[config.mk]
export PLATFORM = sky130hd
export DESIGN_NAME = vga_timing_gen_flat
export DESIGN_NICKNAME = d
export VERILOG_FILES = /design/src/rtl/vga_timing_gen_if.sv /design/src/rtl/vga_timing_gen.sv /design/src/flat_wrapper.sv
export SDC_FILE = /design/constraint.sdc
export NUM_CORES = 1
export LEC_CHECK = 0
export ABC_AREA = 0
export BUFFER_PORTS_ARGS = -buffer_cell sky130_fd_sc_hd__clkbuf_2
export CAP_MARGIN = 20
export CORE_ASPECT_RATIO = 1.2
export CORE_MARGIN = 8
export CORE_UTILIZATION = 45
export DETAILED_ROUTE_END_ITERATION = 8
export PLACE_DENSITY = 0.67
export SLEW_MARGIN = 20
export SYNTH_ARGS = -nofsm -noshare
export SYNTH_HDL_FRONTEND = slang
export SYNTH_SLANG_ARGS = --single-unit
[constraint.sdc]
create_clock -name clk -period 3.17 [get_ports clk]
set_input_delay 0.1585 -clock clk [delete_from_list [all_inputs] [get_ports clk]]
set_output_delay 0.1585 -clock clk [all_outputs]
set_load 0.005 [all_outputs]
[src/rtl/vga_timing_gen_if.sv]
// Video timing bundle driven by vga_timing_gen towards the pixel stage and pins.
interface vga_timing_gen_if #(
    parameter int X_W = 10,
    parameter int Y_W = 10
);
    logic           h_sync;
    logic           v_sync;
    logic           de;
    logic [X_W-1:0] x_pixel;
    logic [Y_W-1:0] y_pixel;
    logic           frame_start;
    logic           pix_tick;
    logic [11:0]    rgb;

    modport master (
        output h_sync,
        output v_sync,
        output de,
        output x_pixel,
        output y_pixel,
        output frame_start,
        output pix_tick,
        output rgb
    );

    modport slave (
        input h_sync,
        input v_sync,
        input de,
        input x_pixel,
        input y_pixel,
        input frame_start,
        input pix_tick,
        input rgb
    );
endinterface

[src/rtl/vga_timing_gen.sv]
// Parametrised VGA timing generator with internal pixel-tick divider.
// Optional colour-bar pattern on rgb when VGA_TEST_PATTERN_EN is defined.
module vga_timing_gen #(
    parameter int H_ACTIVE  = 640,
    parameter int H_FP      = 16,
    parameter int H_SYNC    = 96,
    parameter int H_BP      = 48,
    parameter int V_ACTIVE  = 480,
    parameter int V_FP      = 10,
    parameter int V_SYNC    = 2,
    parameter int V_BP      = 33,
    parameter int CLK_DIV   = 4,
    parameter int HSYNC_POL = 0,
    parameter int VSYNC_POL = 0,
    parameter int X_W       = 10,
    parameter int Y_W       = 10
) (
    input  logic               clk,
    input  logic               reset,
    input  logic               en,
    vga_timing_gen_if.master   vid
);

    localparam int H_TOTAL = H_ACTIVE + H_FP + H_SYNC + H_BP;
    localparam int V_TOTAL = V_ACTIVE + V_FP + V_SYNC + V_BP;
    localparam int DIV_W   = (CLK_DIV > 1) ? $clog2(CLK_DIV) : 1;

    localparam logic [DIV_W-1:0] DIV_LAST = DIV_W'(CLK_DIV - 1);

    localparam logic [X_W-1:0] H_FP_AT = X_W'(H_ACTIVE);
    localparam logic [X_W-1:0] H_SY_AT = X_W'(H_ACTIVE + H_FP);
    localparam logic [X_W-1:0] H_BP_AT = X_W'(H_ACTIVE + H_FP + H_SYNC);
    localparam logic [X_W-1:0] H_LAST  = X_W'(H_TOTAL - 1);

    localparam logic [Y_W-1:0] V_FP_AT = Y_W'(V_ACTIVE);
    localparam logic [Y_W-1:0] V_SY_AT = Y_W'(V_ACTIVE + V_FP);
    localparam logic [Y_W-1:0] V_BP_AT = Y_W'(V_ACTIVE + V_FP + V_SYNC);
    localparam logic [Y_W-1:0] V_LAST  = Y_W'(V_TOTAL - 1);

    localparam logic HS_ON = (HSYNC_POL != 0);
    localparam logic VS_ON = (VSYNC_POL != 0);

    if (CLK_DIV < 1) begin : g_bad_div
        $error("vga_timing_gen: CLK_DIV must be >= 1");
    end
    if (H_TOTAL > (2 ** X_W)) begin : g_bad_xw
        $error("vga_timing_gen: X_W too narrow for H_TOTAL-1");
    end
    if (V_TOTAL > (2 ** Y_W)) begin : g_bad_yw
        $error("vga_timing_gen: Y_W too narrow for V_TOTAL-1");
    end

    typedef enum logic [1:0] {
        PH_ACTIVE,
        PH_FRONT,
        PH_SYNC,
        PH_BACK
    } phase_e;

    logic [DIV_W-1:0] div_q;
    logic [X_W-1:0]   h_cnt;
    logic [Y_W-1:0]   v_cnt;
    logic             tick;
    logic             h_last;
    logic             v_last;

    phase_e h_phase;
    phase_e v_phase;

    logic           hs_n;
    logic           vs_n;
    logic           de_n;
    logic [X_W-1:0] x_n;
    logic [Y_W-1:0] y_n;
    logic           fs_n;

    logic           hs_q;
    logic           vs_q;
    logic           de_q;
    logic [X_W-1:0] x_q;
    logic [Y_W-1:0] y_q;
    logic           fs_q;
    logic           pt_q;

    assign tick   = en && (div_q == DIV_LAST);
    assign h_last = (h_cnt == H_LAST);
    assign v_last = (v_cnt == V_LAST);

    always_comb begin
        h_phase = PH_BACK;
        unique case (1'b1)
            (h_cnt < H_FP_AT):                       h_phase = PH_ACTIVE;
            (h_cnt >= H_FP_AT && h_cnt < H_SY_AT):   h_phase = PH_FRONT;
            (h_cnt >= H_SY_AT && h_cnt < H_BP_AT):   h_phase = PH_SYNC;
            default:                                 h_phase = PH_BACK;
        endcase
    end

    // Vertical phase depends only on v_cnt, so sync spans whole lines.
    always_comb begin
        v_phase = PH_BACK;
        unique case (1'b1)
            (v_cnt < V_FP_AT):                       v_phase = PH_ACTIVE;
            (v_cnt >= V_FP_AT && v_cnt < V_SY_AT):   v_phase = PH_FRONT;
            (v_cnt >= V_SY_AT && v_cnt < V_BP_AT):   v_phase = PH_SYNC;
            default:                                 v_phase = PH_BACK;
        endcase
    end

    always_comb begin
        hs_n = (h_phase == PH_SYNC) ? HS_ON : ~HS_ON;
        vs_n = (v_phase == PH_SYNC) ? VS_ON : ~VS_ON;
        de_n = (h_phase == PH_ACTIVE) && (v_phase == PH_ACTIVE);
        x_n  = de_n ? h_cnt : '0;
        y_n  = de_n ? v_cnt : '0;
        fs_n = (h_cnt == '0) && (v_cnt == '0);
    end

    always_ff @(posedge clk) begin
        if (reset) begin
            div_q <= '0;
            h_cnt <= '0;
            v_cnt <= '0;
            hs_q  <= ~HS_ON;
            vs_q  <= ~VS_ON;
            de_q  <= 1'b0;
            x_q   <= '0;
            y_q   <= '0;
            fs_q  <= 1'b0;
            pt_q  <= 1'b0;
        end else begin
            pt_q <= tick;
            fs_q <= tick && fs_n;
            if (tick) begin
                div_q <= '0;
                hs_q  <= hs_n;
                vs_q  <= vs_n;
                de_q  <= de_n;
                x_q   <= x_n;
                y_q   <= y_n;
                h_cnt <= h_last ? '0 : h_cnt + 1'b1;
                if (h_last) begin
                    v_cnt <= v_last ? '0 : v_cnt + 1'b1;
                end
            end else if (en) begin
                div_q <= div_q + 1'b1;
            end
        end
    end

`ifdef VGA_TEST_PATTERN_EN
    localparam int BAR_W = X_W + 3;
    localparam logic [BAR_W-1:0] BAR_DEN = BAR_W'(H_ACTIVE);

    logic [BAR_W-1:0] bar_num;
    logic [2:0]       bar;
    logic [11:0]      rgb_n;
    logic [11:0]      rgb_q;

    // Bar index = x*8/H_ACTIVE, computed on the pixel being registered.
    always_comb begin
        bar_num = {x_n, 3'b000};
        bar     = 3'(bar_num / BAR_DEN);
        rgb_n   = 12'h000;
        unique case (bar)
            3'd0: rgb_n = 12'hFFF;
            3'd1: rgb_n = 12'hFF0;
            3'd2: rgb_n = 12'h0FF;
            3'd3: rgb_n = 12'h0F0;
            3'd4: rgb_n = 12'hF0F;
            3'd5: rgb_n = 12'hF00;
            3'd6: rgb_n = 12'h00F;
            3'd7: rgb_n = 12'h000;
        endcase
    end

    always_ff @(posedge clk) begin
        if (reset) begin
            rgb_q <= 12'h000;
        end else if (tick) begin
            rgb_q <= de_n ? rgb_n : 12'h000;
        end
    end

    assign vid.rgb = rgb_q;
`else
    assign vid.rgb = 12'h000;
`endif

    assign vid.h_sync      = hs_q;
    assign vid.v_sync      = vs_q;
    assign vid.de          = de_q;
    assign vid.x_pixel     = x_q;
    assign vid.y_pixel     = y_q;
    assign vid.frame_start = fs_q;
    assign vid.pix_tick    = pt_q;

endmodule

[src/flat_wrapper.sv]
// flat-port wrapper written by rule: the top's interface ports become plain ports
module vga_timing_gen_flat 
#(
    parameter int H_ACTIVE  = 640,
    parameter int H_FP      = 16,
    parameter int H_SYNC    = 96,
    parameter int H_BP      = 48,
    parameter int V_ACTIVE  = 480,
    parameter int V_FP      = 10,
    parameter int V_SYNC    = 2,
    parameter int V_BP      = 33,
    parameter int CLK_DIV   = 4,
    parameter int HSYNC_POL = 0,
    parameter int VSYNC_POL = 0,
    parameter int X_W       = 10,
    parameter int Y_W       = 10
)
  (clk, reset, en, vid_h_sync, vid_v_sync, vid_de, vid_x_pixel, vid_y_pixel, vid_frame_start, vid_pix_tick, vid_rgb);
  vga_timing_gen_if #(.X_W(X_W), .Y_W(Y_W)) vid_i ();
  input  logic clk;
  input  logic reset;
  input  logic en;
  output wire logic [$bits(vid_i.h_sync)-1:0] vid_h_sync;
  output wire logic [$bits(vid_i.v_sync)-1:0] vid_v_sync;
  output wire logic [$bits(vid_i.de)-1:0] vid_de;
  output wire logic [$bits(vid_i.x_pixel)-1:0] vid_x_pixel;
  output wire logic [$bits(vid_i.y_pixel)-1:0] vid_y_pixel;
  output wire logic [$bits(vid_i.frame_start)-1:0] vid_frame_start;
  output wire logic [$bits(vid_i.pix_tick)-1:0] vid_pix_tick;
  output wire logic [$bits(vid_i.rgb)-1:0] vid_rgb;
  assign vid_h_sync = vid_i.h_sync;
  assign vid_v_sync = vid_i.v_sync;
  assign vid_de = vid_i.de;
  assign vid_x_pixel = vid_i.x_pixel;
  assign vid_y_pixel = vid_i.y_pixel;
  assign vid_frame_start = vid_i.frame_start;
  assign vid_pix_tick = vid_i.pix_tick;
  assign vid_rgb = vid_i.rgb;
  vga_timing_gen #(.H_ACTIVE(H_ACTIVE), .H_FP(H_FP), .H_SYNC(H_SYNC), .H_BP(H_BP), .V_ACTIVE(V_ACTIVE), .V_FP(V_FP), .V_SYNC(V_SYNC), .V_BP(V_BP), .CLK_DIV(CLK_DIV), .HSYNC_POL(HSYNC_POL), .VSYNC_POL(VSYNC_POL), .X_W(X_W), .Y_W(Y_W)) u_core (.clk(clk), .reset(reset), .en(en), .vid(vid_i));
endmodule
# Word level (Yosys, flattened, before mapping)
# Index checks and enable logic that the tools add are counted.
# Widths: inputs -> output; s select.
[op_classes] order_cmp=10 n_reduce_logical=14 eq_ne=5 add_sub_neg=3 mux=8
[op_table] operator="$mux 10" count=4
[op_table] operator="$lt 10x10->1 const B" count=3
[op_table] operator="$lt 10x9->1 const B" count=3
[op_table] operator="$add 10x1->10 const B" count=2
[op_table] operator="$eq 10x10->1 const B" count=2
[op_table] operator="$ge 10x10->1 const B" count=2
[op_table] operator="$ge 10x9->1 const B" count=2
[op_table] operator="$logic_not 10->1" count=2
[op_table] operator="$pmux 2 s3" count=2
[op_table] operator="$logic_and 1x1->1" count=8
[op_table] operator="$eq 2x2->1 const B" count=3
[op_table] operator="$logic_not 2->1" count=2
[op_table] operator="$add 2x1->2 const B" count=1
[op_table] operator="$mux 1" count=2
[op_table] operator="$reduce_and 2->1" count=1
[op_table] operator="$reduce_or 2->1" count=1
[word_totals] elab_cells=50 ff_bits=47

# Logic depth before layout (Yosys ltp)
# Gate-level depths: netlist (run 1).
[depth] ltp_word=6 mapped_depth=7 depth_no_buf=6

# Worst setup path before layout (run 1)
# Ideal clock, no wire load.
[synth_timing] path_type="register -> register" startpoint="register u_core.div_q[0]" endpoint="register u_core.vs_q, in the netlist u_core.vid.v_sync" path_stages_with_launch=6 path_slack_ps=1280 required_ps=3048 period_less_slack_ps=1890 n_path_buf=0 setup_ps=122 t_arrival_ps=1768 path_cell_list="dfxtp_1 -> ha_1 -> nand2_1 -> nor2_1 -> or4b_2 -> o32a_1"
[synth_between] elab_chain_len=2
[synth_lines] item="from (decl)" line_no="vga_timing_gen.sv:60" text="logic [DIV_W-1:0] div_q;"
[synth_lines] item="from (signal assigned)" line_no="vga_timing_gen.sv:146" text="div_q <= div_q + 1'b1;"
[synth_lines] item="$eq 2x2->1" line_no="vga_timing_gen.sv:85" text="assign tick = en && (div_q == DIV_LAST);"
[synth_lines] item="$logic_and 1x1->1" line_no="vga_timing_gen.sv:85"
[synth_lines] item="to (signal assigned)" line_no="vga_timing_gen.sv:125" text="vs_q <= ~VS_ON;"
[synth_lines] item="to (signal assigned)" line_no="vga_timing_gen.sv:137" text="vs_q <= vs_n;"
[synth_lines] item="to (decl)" line_no="vga_timing_gen.sv:78" text="logic vs_q;"
# No other way between the ends.
# A chain may end at the register's enable or synchronous reset.

# Final worst setup path (run 1)
# Ends and elaborated chain as after synthesis.

==> impl_metrics.ini, run 1 <==
[status]
status = finished clean

[timing]
drv_slew = 0
post-route-min-period_ns = 2.21
setup_slack_ns = 0.964
finalSetupTns_ns = 0
finClkSkew_ns = 0.00586
fmax_mhz = 453
max_slew.worst_pin.slew_ns = 0.690
timing.final.hold_violations = 0
min_period_over_period_pct = 69.6
slew_headroom_pct = 54.0
setup_viol = 0
rsz0062_at_grt = false

[global_routing]
grt_pass1_vias = 1558
antenna_found_initial = 0
grt_max_degree = 21
grt_pass1_wl_mm = 7.64
track_usage_pct = 13.2
grt_overflow = 0

[power]
pwr-share-comb_pct = 3.0
swShare_pct = 22.9
p_clk_share_pct = 38.2
peakVddDrop_mv = 0.171
p_switching_uw = 232
power_density_nw_per_um2 = 447
p_int_uw = 780
seq_power_share_pct = 58.8
power.leakage_uw = 0.000918

[synthesis]
yosys_warnings = 0
ys_seq_area_share_pct = 45.6
yosysUniqueCellTypes = 41
synth_cells = 220
synth_area_um2 = 2060
yosys_most_used_dff = dfxtp_1
synth_edf_count = 0
synth_area_leaders = dfxtp_1 (46%), a22o_1 (8.1%), buf_4 (4.4%)
synth.avg_cell_area_um2 = 9.38
synth_top_cell_area_share_pct = 45.6
async_flop_share_pct = 0
ys_seq_elements = 47
synth_top_area_cell = dfxtp_1

[placement]
dp_hpwl_mm = 3.20
pre_cts_ws_ns = 1.01
dp_cells = 291
gp_congestion = 0.872
dpl-instance-area_um2 = 2170
io_buffers = 27

[routing]
firstDrtPassIters = 4
ant_nets = 0
via_count = 1626
first_iter_violations = 109
wirelength_mm = 4.49
route.detailed.wl_per_inst_um = 15.0
drc = 0
routed_via_density = 5.44

[finish]
final_common_cell = dfxtp_1
fillerInstances = 435
final_cell_mix = dfxtp_1 (47), clkbuf_2 (27), a22o_1 (19)
areaGrowthSynthToFinish_pct = 9.88
nets = 248
final_area_um2 = 2270
drive_gt1_share_pct = 17.0
antenna_cells = 0
fin_cells = 299

[clock_network]
root_buffer = clkbuf_8
cts_resized = 0
cts_max_level = 2
clock_path_buffers = 2
cts.sinks = 47
post_cts_buffers = 0
ctsHoldBuffers = 0
cts-buffers-inserted = 5
worstSkewPairLatency_ns = 0.30
cts_tree = built
clkSlewWorstSetupHoldPaths_ns = 0.09

[critical_path]
worst_setup_path_end_kind = flop
cp_slowest_cell = or4b_2
critPathArrivalTime_ns = 2.40
worstPathMaxFanout = 8
cp.required_ns = 3.37
path_class = flop to flop
worstSetupStartpointType = flop
crit_family = simple AND/OR/NAND/NOR gates
crit_chain = ha_1 -> nand2_1 -> nor2_1 -> or4b_2 -> o32a_1
crit_buf_inv = 0
max_stage_delay_ns = 0.61

[floorplan]
core-area_um2 = 4490
rows = 27
io_pins = 40
dieHeight_um = 90.2
start_util_pct = 45.9
die_w_um = 77.8
dieArea_um2 = 7020

[job]
drv_cap = 0

[hold_path]
holdCritPathClass = input port to flop
area by class of cell:
type	instances	area (um^2)	share of cell area [%]
Tap cell	58	72.6	3.20
Timing Repair Buffer	28	143	6.29
Clock inverter	2	16.3	0.717
Sequential cell	47	941	41.5
Clock buffer	6	82.6	3.64
Inverter	8	30.0	1.32
Multi-Input combinational cell	150	982	43.3
stage by stage:
stage                     util [%]  total power (uW)  hold slack (ns)
after floorplan                  -               642            0.258
after detailed placement      48.3               640            0.438
after CTS                     50.5              1020            0.245
final                         50.5              1010            0.249
after global placement        48.3               638            0.433
after global routing          50.5              1050            0.259
cell usage after synthesis, types with 8 or more instances:
cell type / instances
nand4_1: 10
a21oi_1: 9
inv_1: 8
a22o_1: 19
nand2_1: 11
nor2_1: 16
o21ai_0: 8
dfxtp_1: 47
buf_4: 12
power by group through the flow:
stage | Sequential (uW) | Clock, uW | Combinational, uW
after floorplan | 609 | 0 | 33.1
after global placement | 609 | 0 | 29.2
after detailed placement | 609 | 0 | 30.2
after CTS | 596 | 394 | 30.3
after global routing | 596 | 415 | 34.4
final | 595 | 387 | 30.3
state kept, by name, indices dropped and copies added (netlist names):
name and flops:
u_core.h_cnt 10, u_core.v_cnt 10, u_core.vid.x_pixel 10, u_core.vid.y_pixel 10, u_core.div_q 2, u_core.vid.de 1
u_core.vid.frame_start 1, u_core.vid.h_sync 1, u_core.vid.pix_tick 1, u_core.vid.v_sync 1
worst reg2reg max path, delay by kind of cell, from the launching register on:
kind | cells | cell delay (ns)
flip-flops | 1 | 0.36
AND/OR/NAND/NOR | 3 | 1.10
adder cells (fa/ha/maj) | 1 | 0.30
AO/OA/AOI/OAI | 1 | 0.34
cells by family (layout without fill, tap and decap cells):
| kind of cell | count (synthesis) | in the layout | share of synthesized area [%] |
|---|---|---|---|
| other cells | 1 | 12 | 0.182 |
| xor+xnor | 10 | 10 | 4.24 |
| buf+inv | 34 | 44 | 8.79 |
| simple gates | 77 | 77 | 21.9 |
| mux | 2 | 2 | 1.03 |
| flops | 47 | 47 | 45.6 |
| fa+ha+maj | 5 | 5 | 3.03 |
| compound gates | 44 | 44 | 15.2 |
per-layer routing:
layer  part of all wire (%)  track usage [%]  vias to the layer above  routed length (um)
met2                     44             19.8                       45                1990
li1                       -                -                      816                   -
met5                      0                0                        -                   0
met1                     48             16.4                      760                2170
met4                    1.5             6.31                        0                  66
met3                    5.8             4.58                        5                 259
worst paths after layout:
| kind | slack (ns) | start | depth (start not counted) | to |
|---|---|---|---|---|
| max | 0.96 | u_core.div_q[0] | 5 | u_core.vid.v_sync |
| max reg2reg | 0.96 | u_core.div_q[0] | 5 | u_core.vid.v_sync |
| min | 0.25 | reset | 2 | u_core.h_cnt[1] |
| min reg2reg | 0.45 | u_core.vid.de | 1 | u_core.vid.de |
Note: power is estimated with default switching activity, not from simulation.
==> inputs of run 2 (changes only) <==
==> constraint.sdc (replaced) <==
create_clock -name clk -period 2.3 [get_ports clk]
set_input_delay 0.115 -clock clk [delete_from_list [all_inputs] [get_ports clk]]
set_output_delay 0.115 -clock clk [all_outputs]
set_load 0.005 [all_outputs]
==> run 2 against run 1 <==
  * First-iteration DRC count shrank 14%
  * Register-to-register slack worse by 0.73 ns
  * Critical path depth is 1 higher
  * Die area did not move
  * Via count is 0.62% higher
  * Non-clock buffer count is 7 higher
  * Worst setup slack worse by 0.73 ns
  * Final cell count is 2.3% higher
  * Largest power group unchanged
==> impl_metrics.ini, run 2 (synthesis results as in run 1) <==
[status]
status = finished clean

[global_routing]
grt_pass1_wl_mm = 7.60
grt_max_degree = 21
grt_pass1_vias = 1603
grt_overflow = 0
antenna_found_initial = 0
track_usage_pct = 13.3

[floorplan]
die_w_um = 77.8
dieHeight_um = 90.2
rows = 27
io_pins = 40
core-area_um2 = 4490
dieArea_um2 = 7020
start_util_pct = 45.9

[clock_network]
cts-buffers-inserted = 5
cts.sinks = 47
cts_tree = built
root_buffer = clkbuf_8
cts_max_level = 2
cts_resized = 0
post_cts_buffers = 0
clkSlewWorstSetupHoldPaths_ns = 0.09
ctsHoldBuffers = 0
worstSkewPairLatency_ns = 0.30
clock_path_buffers = 2

[power]
p_int_uw = 1080
peakVddDrop_mv = 0.266
swShare_pct = 22.6
p_clk_share_pct = 37.9
pwr-share-comb_pct = 3.1
power.leakage_uw = 0.000953
p_switching_uw = 315
seq_power_share_pct = 58.9
power_density_nw_per_um2 = 600

[routing]
firstDrtPassIters = 4
via_count = 1636
ant_nets = 0
routed_via_density = 5.35
first_iter_violations = 94
drc = 0
route.detailed.wl_per_inst_um = 14.6
wirelength_mm = 4.48

[finish]
fillerInstances = 423
nets = 255
antenna_cells = 0
fin_cells = 306
final_cell_mix = dfxtp_1 (47), clkbuf_2 (27), a22o_1 (19)
drive_gt1_share_pct = 19.4
areaGrowthSynthToFinish_pct = 12.4
final_common_cell = dfxtp_1

[critical_path]
max_stage_delay_ns = 0.60
cp.required_ns = 2.49
cp_slowest_cell = or4b_2
path_class = flop to flop
critPathArrivalTime_ns = 2.26
crit_chain = inv_1 -> ha_1 -> or4b_2 -> nor4_1 -> a21o_1 -> nor2_1
worst_setup_path_end_kind = flop
worstSetupStartpointType = flop
worstPathMaxFanout = 8

[timing]
finalSetupTns_ns = 0
drv_slew = 0
rsz0062_at_grt = false
fmax_mhz = 484
finClkSkew_ns = 0.00436
max_slew.worst_pin.slew_ns = 0.501
min_period_over_period_pct = 89.9
setup_viol = 0
timing.final.hold_violations = 0
slew_headroom_pct = 66.1
post-route-min-period_ns = 2.07

[placement]
dp_cells = 298
gp_congestion = 0.862
dp_hpwl_mm = 3.23
io_buffers = 27

[hold_path]
holdCritPathClass = input port to flop

[job]
drv_cap = 0
==> run 2: cell types whose count changed in the layout (fill, tap and decap cells not counted), sizes merged <==
cell  change
buf       +7
==> run 2: through the flow <==
step,worst slack (ns),utilization (%),total power [uW],area (um^2),hold WS (ns)
floorplan,0.410,-,885,2100,0.214
global placement,0.323,49.4,883,2220,0.433
detailed placement,0.240,49.4,884,2220,0.443
CTS,0.232,51.6,1410,2320,0.128
global route,0.0725,51.6,1440,2320,0.147
finish,0.233,51.6,1390,2320,0.137
==> run 2: cell type report <==
class / count / area [um^2] / share of cell area [%]
clock buffers: 6 / 82.6 / 3.56
clock inverters: 2 / 16.3 / 0.701
inverters: 8 / 30.0 / 1.29
multi-input cells: 150 / 982 / 42.3
flip-flops and latches: 47 / 941 / 40.6
well taps: 58 / 72.6 / 3.13
repair buffers: 35 / 195 / 8.41
==> run 2: power groups by stage <==
stage	Combinational, uW	Sequential (uW)	Clock, uW
after floorplan	45.6	839	0
after global placement	43.2	840	0
after detailed placement	43.7	840	0
after CTS	43.8	821	542
after global routing	49.5	822	566
final	43.6	821	528
==> run 2: critical path, delay by kind of cell (launching register included) <==
family	cells	cell delay [ns]
and+or+nand+nor	3	1.03
DFF	1	0.36
AOI/OAI and AO/OA	1	0.32
adders and majority gates	1	0.15
buffers and inverters	1	0.09
==> run 2: worst paths after layout <==
path / slack (ns) / depth (start not counted) / from / end
setup / recovery: 0.23 / 6 / u_core.v_cnt[0] / u_core.v_cnt[4]
hold / removal: 0.14 / 3 / reset / u_core.vid.pix_tick
setup reg to reg: 0.23 / 6 / u_core.v_cnt[0] / u_core.v_cnt[4]
hold reg to reg: 0.46 / 1 / u_core.vid.de / u_core.vid.de
==> run 2: metal layers <==
layer	GRT usage (%)	up-vias	part of all wire (%)
met5	0	-	0
met4	6.94	0	2.4
met3	3.98	9	5.6
met2	20.7	42	45
met1	15.9	761	47
li1	-	824	-
